$ cat src/rtl/vend_pkg.sv
// Coin constants and encodings shared by the vending controller and the change dispenser.
package vend_pkg;

  localparam int unsigned Denom50 = 50;
  localparam int unsigned Denom10 = 10;
  localparam int unsigned Denom5  = 5;
  localparam int unsigned Denom1  = 1;

  typedef enum logic [1:0] {
    Coin1  = 2'd0,
    Coin5  = 2'd1,
    Coin10 = 2'd2,
    Coin50 = 2'd3
  } coin_sel_e;

  typedef enum logic [1:0] {
    StIdle,
    StSelect,
    StIssue,
    StFinish
  } cd_state_e;

  function automatic int unsigned coin_value(coin_sel_e sel);
    int unsigned val;
    unique case (sel)
      Coin50:  val = Denom50;
      Coin10:  val = Denom10;
      Coin5:   val = Denom5;
      default: val = Denom1;
    endcase
    return val;
  endfunction

endpackage

$ cat src/rtl/denom_picker.sv
// Greedy denomination choice: largest non-empty coin whose value fits in the remainder.
module denom_picker
  import vend_pkg::*;
#(
  parameter int unsigned AMT_W = 8
) (
  input  logic [AMT_W-1:0] remaining,
  input  logic [3:0]       hopper_empty,
  output logic             found,
  output coin_sel_e        sel
);

  logic [31:0] rem_w;
  assign rem_w = 32'(remaining);

  always_comb begin
    found = 1'b1;
    sel   = Coin1;
    if (!hopper_empty[3] && (rem_w >= Denom50)) begin
      sel = Coin50;
    end else if (!hopper_empty[2] && (rem_w >= Denom10)) begin
      sel = Coin10;
    end else if (!hopper_empty[1] && (rem_w >= Denom5)) begin
      sel = Coin5;
    end else if (!hopper_empty[0] && (rem_w >= Denom1)) begin
      sel = Coin1;
    end else begin
      found = 1'b0;
    end
  end

endmodule

$ cat src/rtl/change_dispenser.sv
// Change payout FSM: splits an amount into coins and offers them one at a time to the hopper.
module change_dispenser
  import vend_pkg::*;
#(
  parameter int unsigned AMT_W = 8
) (
  input  logic             clk,
  input  logic             reset,
  input  logic             start,
  input  logic [AMT_W-1:0] amount,
  input  logic [3:0]       hopper_empty,
  input  logic             coin_ready,
  output logic             coin_valid,
  output logic [1:0]       coin_sel,
  output logic             busy,
  output logic             done,
  output logic             err,
  output logic [AMT_W-1:0] remaining
);

  cd_state_e        state_q, state_d;
  logic [AMT_W-1:0] remaining_q, remaining_d;
  coin_sel_e        coin_sel_q, coin_sel_d;
  logic             err_flag_q, err_flag_d;

  logic             pick_found;
  coin_sel_e        pick_sel;

  denom_picker #(
    .AMT_W(AMT_W)
  ) u_denom_picker (
    .remaining   (remaining_q),
    .hopper_empty(hopper_empty),
    .found       (pick_found),
    .sel         (pick_sel)
  );

  always_comb begin
    state_d     = state_q;
    remaining_d = remaining_q;
    coin_sel_d  = coin_sel_q;
    err_flag_d  = err_flag_q;
    unique case (state_q)
      StIdle: begin
        if (start) begin
          remaining_d = amount;
          err_flag_d  = 1'b0;
          state_d     = StSelect;
        end
      end
      StSelect: begin
        if (remaining_q == '0) begin
          state_d = StFinish;
        end else if (pick_found) begin
          coin_sel_d = pick_sel;
          state_d    = StIssue;
        end else begin
          err_flag_d = 1'b1;
          state_d    = StFinish;
        end
      end
      StIssue: begin
        // Picker guarantees the coin value never exceeds the remainder.
        if (coin_ready) begin
          remaining_d = remaining_q - AMT_W'(coin_value(coin_sel_q));
          state_d     = StSelect;
        end
      end
      StFinish: state_d = StIdle;
      default:  state_d = StIdle;
    endcase
  end

  always_ff @(posedge clk) begin
    if (!reset) begin
      state_q     <= StIdle;
      remaining_q <= '0;
      coin_sel_q  <= Coin1;
      err_flag_q  <= 1'b0;
    end else begin
      state_q     <= state_d;
      remaining_q <= remaining_d;
      coin_sel_q  <= coin_sel_d;
      err_flag_q  <= err_flag_d;
    end
  end

  assign coin_valid = (state_q == StIssue);
  assign coin_sel   = coin_sel_q;
  assign busy       = (state_q != StIdle);
  assign done       = (state_q == StFinish);
  assign err        = (state_q == StFinish) && err_flag_q;
  assign remaining  = remaining_q;

endmodule

$ cat config.mk
export PLATFORM = sky130hd
export DESIGN_NAME = change_dispenser
export DESIGN_NICKNAME = d
export VERILOG_FILES = /design/src/rtl/vend_pkg.sv /design/src/rtl/denom_picker.sv /design/src/rtl/change_dispenser.sv
export SDC_FILE = /design/constraint.sdc
export NUM_CORES = 1
export LEC_CHECK = 0
export CORE_UTILIZATION = 50
export DETAILED_ROUTE_END_ITERATION = 8
export GPL_TIMING_DRIVEN = 1
export PLACE_DENSITY = 0.84
export SETUP_SLACK_MARGIN = 0.02
export SYNTH_ARGS = -nofsm -noshare
export SYNTH_HDL_FRONTEND = slang
export SYNTH_SLANG_ARGS = --single-unit
$ cat constraint.sdc
create_clock -name clk -period 3.6 [get_ports clk]
set_input_delay 0.36 -clock clk [delete_from_list [all_inputs] [get_ports clk]]
set_output_delay 0.36 -clock clk [all_outputs]
set_load 0.005 [all_outputs]
==> results.yml <==
detailed_routing:
  met2_wire_length_mm: 1.357
  routed_via_density: 6.006
  drt_first_iter_violations: 26
  topRoutingLayerUsed: "met4"
  routed_wirelength_mm: 2.776
  drc: 0
  ant_nets: 0
  avgRoutedWirePerCell_um: 15.42
  dr_total_vias: 1081
  met3_length_um: 144
  wl_met1_mm: 1.205
  first_pass_detailed_route_iteration_total: 4
floorplanning:
  core_area_mm2: 0.001802
  floorplan.die.height_um: 46.55
  die_area_mm2: 0.002166
  chipWidth_um: 46.55
  num_rows: 15
  start_util_pct: 55.07
  design.portCount: 30
logic_synthesis:
  synth.ff_latch_count: 13
  post_synth_inst_count: 125
  post_synth_instance_area_um2: 992.2
  synth.largest_area_cell: "sky130_fd_sc_hd__dfxtp_1"
  synth.avg_cell_area_um2: 7.938
  yosys.area.top_type_share_pct: 26.23
  netlist_top_cells_area: "sky130_fd_sc_hd__dfxtp_1 26%, sky130_fd_sc_hd__ha_1 7.6%, sky130_fd_sc_hd__nor2_1 5.3%, sky130_fd_sc_hd__a21oi_1 5.0%, sky130_fd_sc_hd__nand2_1 4.5%"
  synthesis.yosys.warnings: 0
  synth_enable_flop_cells: 0
  ys_dominant_reg_cell: "sky130_fd_sc_hd__dfxtp_1"
  synth_seq_area_share_pct: 26.23
  share_of_synthesized_registers_carrying_an_async_set_or_reset_pct: 0
  mappedNetlistNets: 148
  count_of_unique_library_cells_instantiated_by_yosys: 46
cts:
  clk_pin_slew_ns: 0.08
  clockBufferDepth: 2
  tritoncts_num_sinks: 13
  clock_tree.htree_level_count: 1
  cts_hold_buffers: 0
  cts-resized-gates: 0
  cts_inserted_buffers: 3
  postCtsSetupRepairBufs: 0
  cts_tree: "yes"
  cts.root.buffer_cell: "sky130_fd_sc_hd__clkbuf_4"
  clock_insertion_delay_worst_skew_ns: 0.29
critical_path:
  cp_slowest_stage_delay_ns: 0.58
  crit-reg2reg-capture: "remaining[6]"
  delay_heaviest_family_cp: "buffers and inverters"
  worst-path-buf-inv: 2
  endpoint: "coin_valid"
  minimum_setup_slack_among_reg_to_reg_paths_ns: 1.55
  cp.required_ns: 3.24
  reg2reg_depth: 9
  cp-end-kind: "primary output"
  timing_worst_setup_path_type: "reg2out"
  startpoint: "state_q[1]"
  worstPathArrival_ns: 1.90
  critical_path_depth: 3
  timing.critical_path.slowest_stage_cell: "sky130_fd_sc_hd__dfxtp_1"
  timing.critical_path.from_type: "register"
  critical_path.cell_chain: "nand2_1 > inv_1 > clkdlybuf4s50_1"
  r2r-start: "remaining[0]"
  critical_path_peak_fanout: 13
timing:
  min_period_ns: 2.259
  final.period_utilization_pct: 62.75
  hold_violations: 0
  report.final.slew_viol_count: 0
  finalSetupViolCount: 0
  worst_slew_margin_rel_pct: 72.12
  worst_slack_ns: 1.341
  finClkSkew_ns: 0.0003375
  setup-tns-final_ns: 0
  fmax_mhz: 442.7
  grt_setup_unrepaired: "no"
  worst_slew_pin_slew_ns: 0.4177
hold_path:
  hold_path.class: "reg2reg"
  worst_hold_startpoint: "err_flag_q"
  min_path_cells: 2
finish:
  flow.area_growth_from_synthesis_pct: 33.92
  nFillCells: 151
  layout-drive-gt1-share_pct: 9.032
  nets: 179
  multi_input_gate_area_in_the_final_layout_um2: 686.9
  antenna-diode-count: 0
  final-seq-area_um2: 260.3
grt:
  global_route_congestion_overflow_total: 0
  grt.total_usage_pct: 30.52
  grt_pass1_vias: 991
  grt_antenna_before_repair: 0
  grt_pass1_wl_mm: 4.464
  grt_max_degree: 14
place:
  dp_hpwl_mm: 2.164
  gp_congestion: 0.8587
  port_buffers: 29
  dpl_worst_slack_ns: 1.586
run:
  drv_cap: 0
power:
  max-vdd-ir-drop_uv: 310.2
  leakage_power_nw: 0.5109
  p_per_area_mw_per_mm2: 448.0
status:
  outcome: "finished clean"
## layer usage
layer	global-route usage, %	vias up
met2	49.72	39
met4	16.47	0
met3	4.706	9
met5	0	-
li1	-	522
met1	37.88	511
## logic make-up after synthesis
| kind of cell | Yosys count | share of synthesized area [%] |
|---|---|---|
| adder cells (fa/ha/maj) | 7 | 9.584 |
| AND/OR/NAND/NOR | 46 | 23.71 |
| multiplexers | 1 | 1.009 |
| AO/OA/AOI/OAI | 44 | 33.17 |
| XOR/XNOR | 2 | 1.766 |
| flip-flops | 13 | 26.23 |
| buffers and inverters | 12 | 4.539 |
## registers in the layout, summed over array words and instances, names as in the netlist
name / count
remaining: 8
err_flag_q: 1
coin_sel: 2
state_q: 2
## cell usage in the layout, fill, tap and decap left out, types with 2 or more instances in the layout
| master | instances |
|---|---|
| sky130_fd_sc_hd__dfxtp_1 | 13 |
| sky130_fd_sc_hd__nor3_1 | 2 |
| sky130_fd_sc_hd__nor2_1 | 14 |
| sky130_fd_sc_hd__a21oi_1 | 10 |
| sky130_fd_sc_hd__o22ai_1 | 2 |
| sky130_fd_sc_hd__nand2_1 | 12 |
| sky130_fd_sc_hd__clkbuf_4 | 3 |
| sky130_fd_sc_hd__ha_1 | 6 |
| sky130_fd_sc_hd__o211ai_1 | 2 |
| sky130_fd_sc_hd__nor2b_1 | 2 |
| sky130_fd_sc_hd__clkdlybuf4s50_1 | 29 |
| sky130_fd_sc_hd__inv_1 | 9 |
| sky130_fd_sc_hd__nor4_1 | 2 |
| sky130_fd_sc_hd__a21o_1 | 3 |
| sky130_fd_sc_hd__o21ai_0 | 7 |
| sky130_fd_sc_hd__o32ai_1 | 2 |
| sky130_fd_sc_hd__a311oi_1 | 2 |
| sky130_fd_sc_hd__nand3_1 | 3 |
| sky130_fd_sc_hd__xnor2_1 | 2 |
| sky130_fd_sc_hd__a211oi_1 | 2 |
## through the flow
step | utilization, % | power [mW] | area, um^2 | std cells | hold slack, ns
finish | 73.75 | 0.5952 | 1329 | 180 | 0.5061
global route | 73.75 | 0.6405 | 1329 | 180 | 0.5556
CTS | 73.75 | 0.5944 | 1329 | 180 | 0.5079
detailed placement | 72.29 | 0.4989 | 1303 | 176 | 0.4812
global placement | 72.29 | 0.4902 | 1303 | 176 | 0.4812
floorplan | - | 0.3942 | 992.2 | 125 | 0.4537
## where the power goes
group	switching, mW	leakage [nW]	internal (mW)
combinational	0.142	0.389	0.153
sequential	0.0395	0.107	0.164
clock	0.0533	0.0150	0.0432
total	0.235	0.511	0.361
## worst reg2reg max path, cell delays in order, from the launching register on
cell and delay (ns):
sky130_fd_sc_hd__dfxtp_1 0.35, sky130_fd_sc_hd__inv_1 0.07, sky130_fd_sc_hd__ha_1 0.16, sky130_fd_sc_hd__inv_1 0.06, sky130_fd_sc_hd__fa_1 0.41, sky130_fd_sc_hd__a21o_1 0.18, sky130_fd_sc_hd__a21oi_1 0.24, sky130_fd_sc_hd__o211a_1 0.22
sky130_fd_sc_hd__nor3_1 0.05, sky130_fd_sc_hd__a311oi_1 0.24
## how the worst min path moves through the flow
| stage | to | slack, ns |
|---|---|---|
| 2_1_floorplan | err_flag_q | 0.45 |
| 3_3_place_gp | err_flag_q | 0.48 |
| 3_5_place_dp | err_flag_q | 0.48 |
| 4_1_cts | err_flag_q | 0.51 |
| 5_1_grt | err_flag_q | 0.56 |
| 6_report | err_flag_q | 0.51 |
## cell type report
| class | instances | share of cell area, % |
|---|---|---|
| multi-input cells | 100 | 51.70 |
| flip-flops and latches | 13 | 19.59 |
| inverters | 9 | 2.542 |
| repair buffers | 29 | 21.85 |
| well taps | 25 | 2.354 |
| clock buffers | 4 | 1.977 |
## cell usage after synthesis (2+ instances only)
cell type / instances
sky130_fd_sc_hd__o211ai_1: 2
sky130_fd_sc_hd__clkbuf_1: 3
sky130_fd_sc_hd__a311oi_1: 2
sky130_fd_sc_hd__nor2_1: 14
sky130_fd_sc_hd__inv_1: 9
sky130_fd_sc_hd__nand2_1: 12
sky130_fd_sc_hd__nor3_1: 2
sky130_fd_sc_hd__nor4_1: 2
sky130_fd_sc_hd__a21oi_1: 10
sky130_fd_sc_hd__a211oi_1: 2
sky130_fd_sc_hd__xnor2_1: 2
sky130_fd_sc_hd__dfxtp_1: 13
sky130_fd_sc_hd__o21ai_0: 7
sky130_fd_sc_hd__nor2b_1: 2
sky130_fd_sc_hd__ha_1: 6
sky130_fd_sc_hd__o32ai_1: 2
sky130_fd_sc_hd__a21o_1: 3
sky130_fd_sc_hd__nand3_1: 3
sky130_fd_sc_hd__o22ai_1: 2
No activity file was read; power rests on OpenSTA's default activity.
==> variant 1, RTL diff (config.mk and constraints unchanged) <==
`AMT_W` is set to 8 in 2 places; all go to 10.
--- a/src/rtl/denom_picker.sv
+++ b/src/rtl/denom_picker.sv
@@ -2,7 +2,7 @@
 module denom_picker
   import vend_pkg::*;
 #(
-  parameter int unsigned AMT_W = 8
+  parameter int unsigned AMT_W = 10
 ) (
   input  logic [AMT_W-1:0] remaining,
   input  logic [3:0]       hopper_empty,
--- a/src/rtl/change_dispenser.sv
+++ b/src/rtl/change_dispenser.sv
@@ -2,7 +2,7 @@
 module change_dispenser
   import vend_pkg::*;
 #(
-  parameter int unsigned AMT_W = 8
+  parameter int unsigned AMT_W = 10
 ) (
   input  logic             clk,
   input  logic             reset,
Ports: changed (resized amount and remaining); port bits go from 30 to 34. No check against the original RTL was run, so the function may have changed too.
==> variant 1 against the unedited design <==
Sequential power rose by 7%; global-route usage fell by 2.8 points; register-to-register slack got worse by 0.28 ns; wire length rose by 11%; final area rose by 14%; setup slack got worse by 0.19 ns; critical endpoint unchanged; sequential cell count rose by 2; total power fell by 2.7%; area after synthesis rose by 17%; critical path type unchanged; critical path depth did not move.
==> variant 1: results (changes against the unedited design) <==
Synth
The post-synthesis sequential area ratio is 25.9% (was 26.2%). The number of nets produced by synthesis is 174 (was 148). The fraction of the mapped netlist area in compound gates came to 30.1% (was 33.2%). Main area contributors after synthesis: sky130_fd_sc_hd__dfxtp_1 26%, sky130_fd_sc_hd__ha_1 6.5%, sky130_fd_sc_hd__a21oi_1 5.6% (was sky130_fd_sc_hd__dfxtp_1 26%, sky130_fd_sc_hd__ha_1 7.6%, sky130_fd_sc_hd__nor2_1 5.3%). The synthesized-area fraction occupied by adder cells is 8.22% (was 9.58%).

Placement
The quantity of I/O buffers inserted on ports is 33 (was 29). The number of placed instances, taps included is 203 (was 176). The post-placement worst setup slack is 1.28 ns (was 1.59 ns).

GRT
The wire length of the first global-routing pass was 5.29 mm (was 4.46 mm). The via count of the first global-routing pass is 1134 (was 991). The overall routing resource usage is 27.7% (was 30.5%).

Setup path
The maximum fanout count along the critical path is 22 (was 13). The cell with the biggest individual delay on the critical path is sky130_fd_sc_hd__nand2b_1 (was sky130_fd_sc_hd__dfxtp_1). The delay of the slowest critical-path stage is 0.67 ns (was 0.58 ns).

Detailed routing
The DRC violation total after the first TritonRoute iteration was 22 (was 26). The length of routed met3 wiring is 177 um (was 144 um). The total wire length after detailed routing came to 3.08 mm (was 2.78 mm). The met2 wire length is 1.55 mm (was 1.36 mm).

The average wire per standard cell is 14.9 um (was 15.4 um).

Final layout
The flip-flop count of the largest register, all copies and words added is 10 (was 8). The fraction of layout instances using a drive strength above 1 is 6.15% (was 9.03%).

Timing
The final worst hold slack is 0.501 ns (was 0.506 ns). The final worst clock skew came to 0.00166 ns (was 0.000337 ns).

Power
The static leakage is 0.587 nW (was 0.511 nW).

Run status
Run status: finished clean (unchanged).
variant 1: cell count changes after synthesis, moves of 3 or more:
cell and change:
sky130_fd_sc_hd__nor3_1 +7, sky130_fd_sc_hd__clkbuf_1 +4, sky130_fd_sc_hd__nor2_1 -4, sky130_fd_sc_hd__o21a_1 +4, sky130_fd_sc_hd__a21o_1 -3, sky130_fd_sc_hd__a21oi_1 +3
sky130_fd_sc_hd__a31oi_1 +3, sky130_fd_sc_hd__nand2_1 +3, sky130_fd_sc_hd__nor2b_1 +3
variant 1: cells by family after synthesis:
group                      Yosys count
adders and majority gates            7
muxes                                2
and+or+nand+nor                     59
AOI/OAI and AO/OA                   51
buffers and inverters               15
DFF                                 15
variant 1: worst min-delay path, delay by kind of cell, from the launching register on:
family	cells	cell delay, ns
DFF	1	0.34
AOI/OAI and AO/OA	1	0.04
and+or+nand+nor	1	0.08
variant 1: final cells by class:
type                       count  area (um2)  share of cell area [%]
clock buffer                   4        26.3                    1.73
timing repair buffer          34         338                    22.2
sequential                    15         300                    19.8
multi-input combinational    119         793                    52.2
tap                           28        35.0                    2.31
inverter                       7        26.3                    1.73
variant 1: through the flow:
step / total power, mW / area, um2
5_1_grt: 0.623 / 1520
3_5_place_dp: 0.477 / 1490
6_report: 0.579 / 1520
3_3_place_gp: 0.469 / 1490
2_1_floorplan: 0.384 / 1160
4_1_cts: 0.581 / 1520
variant 1: worst max path at each step:
stage | to | slack [ns] | cells after the start
after global placement | remaining[8]$_SDFFE_PN0P_ | 1.46 | 9
after detailed placement | remaining[8]$_SDFFE_PN0P_ | 1.28 | 9
after CTS | coin_valid | 1.14 | 3
after floorplan | remaining[7]$_SDFFE_PN0P_ | 1.58 | 8
final | coin_valid | 1.15 | 3
after global routing | coin_valid | 1.01 | 3
variant 1: per-layer routing:
metal | vias up | track usage (%)
li1 | 616 | -
met1 | 579 | 34.4
met2 | 49 | 47.3
met3 | 6 | 3.70
met4 | 0 | 11.0
met5 | - | 0
variant 1: power by group:
part | internal (mW) | leakage, nW | switching, mW
Combinational | 0.135 | 0.449 | 0.125
Clock | 0.0431 | 0.0150 | 0.0579
Sequential | 0.184 | 0.124 | 0.0344
Total | 0.362 | 0.587 | 0.217
==> variant 2, RTL diff (config.mk and constraints unchanged) <==
Without the edit above. Make the reset (`reset`) asynchronous in one clocked block.
--- a/src/rtl/change_dispenser.sv
+++ b/src/rtl/change_dispenser.sv
@@ -71,7 +71,7 @@
     endcase
   end
 
-  always_ff @(posedge clk) begin
+  always_ff @(posedge clk or negedge reset) begin
     if (!reset) begin
       state_q     <= StIdle;
       remaining_q <= '0;
Behaviour: differs if reset is asserted again (counterexample within 4 cycles, from zero or initial values and one cycle with reset low); with reset held inactive, the same outputs for 10 cycles.
==> variant 2 against the unedited design <==
Final area grew 3.0%; first-iteration DRC count rose by 50%; sequential share of layout area increased by 4.2 points; wire length decreased by 3.5%; critical endpoint is now remaining[6]$_DFFE_PN0P_; setup slack got worse by 0.039 ns; worst hold slack lost 0.038 ns; area after synthesis up 3.8%; sequential cell count unchanged; highest routed layer unchanged.
Power is not compared: it rests on default switching activity, and its combinational part moved more than twofold at a synthesized area within 25%.
==> variant 2: results (changes against the unedited design) <==
Timing
The highest attainable clock frequency was 435 MHz (was 443 MHz). The remaining max-slew budget at the tightest pin was 58.1% (was 72.1%). The final worst clock skew is 0.00733 ns (was 0.000337 ns).

Final layout
The number of inverters outside the clock class in the layout is 6 (was 9). The number of multi-input combinational cells in the layout is 97 (was 100). The final net count is 173 (was 179). The utilization of the core after routing is 70.5% (was 73.8%).

The register area came to 325 um2 (was 260 um2). The clock distribution area overhead in the final layout is 1.92% (was 1.98%). The number of fill cells in the layout is 171 (was 151).

The proportion of cell area occupied by multi-input gates was 49.0% (was 51.7%). The layout-stage area growth over the synthesis result is 32.9% (was 33.9%).

Placement
The detailed placer's ending HPWL is 2.07 mm (was 2.16 mm). The weighted congestion reported at the end of routability-driven placement is 0.916 (was 0.859).

Run status
Run status: finished clean (unchanged).

GRT
The overall routing resource usage is 28.4% (was 30.5%). The via count of the first global-routing pass is 960 (was 991). The wire length of the first global-routing pass is 4.31 mm (was 4.46 mm).

Detailed routing
The DRC violation total after the first TritonRoute iteration is 39 (was 26). The total wire length after detailed routing is 2.68 mm (was 2.78 mm). The via count is 1034 (was 1081).

The length of routed met3 wiring came to 172 um (was 144 um).

Setup path
The dominant delay contributor by cell family on the critical path was compound AO/OA/AOI/OAI gates (was buffers and inverters). The kind of end point of the critical path is a register (was output pin). The maximum fanout count along the critical path is 7 (was 13). The delay of the slowest critical-path stage is 0.46 ns (was 0.58 ns).

Synth
The synthesized-area fraction occupied by adder cells is 9.23% (was 9.58%). The count of distinct cell types in the synthesized netlist is 41 (was 46). Most common library cells after synthesis: 15 x sky130_fd_sc_hd__nand2_1, 15 x sky130_fd_sc_hd__nor2_1, 13 x sky130_fd_sc_hd__dfrtp_1, 8 x sky130_fd_sc_hd__a21oi_1 (was 14 x sky130_fd_sc_hd__nor2_1, 13 x sky130_fd_sc_hd__dfxtp_1, 12 x sky130_fd_sc_hd__nand2_1, 10 x sky130_fd_sc_hd__a21oi_1, 9 x sky130_fd_sc_hd__inv_1). The number of nets produced by synthesis is 142 (was 148). The most common flop cell mapped by yosys is sky130_fd_sc_hd__dfrtp_1 (was sky130_fd_sc_hd__dfxtp_1). The fraction of the mapped netlist area in compound gates is 27.7% (was 33.2%).

Worst hold path
The class of the tightest hold or removal check is in -> async (was reg -> reg).

Clocking
The latest clock arrival within the worst-skew pair came to 0.27 ns (was 0.29 ns).
-- variant 2: changes by cell type after synthesis, moves of 3 or more --
| cell | before | now |
|---|---|---|
| sky130_fd_sc_hd__a31oi_1 | 1 | 4 |
| sky130_fd_sc_hd__dfrtp_1 | 0 | 13 |
| sky130_fd_sc_hd__dfxtp_1 | 13 | 0 |
| sky130_fd_sc_hd__inv_1 | 9 | 6 |
| sky130_fd_sc_hd__nand2_1 | 12 | 15 |
-- variant 2: layer usage --
layer	GRT usage [%]	up-vias
li1	-	495
met1	35.3	488
met2	46.6	45
met3	6.92	6
met4	12.0	0
met5	0	-
-- variant 2: through the flow --
| stage | cells | total power, mW |
|---|---|---|
| floorplan | 119 | 0.866 |
| global placement | 172 | 1.12 |
| detailed placement | 172 | 1.16 |
| CTS | 176 | 1.26 |
| global route | 176 | 1.39 |
| finish | 176 | 1.27 |
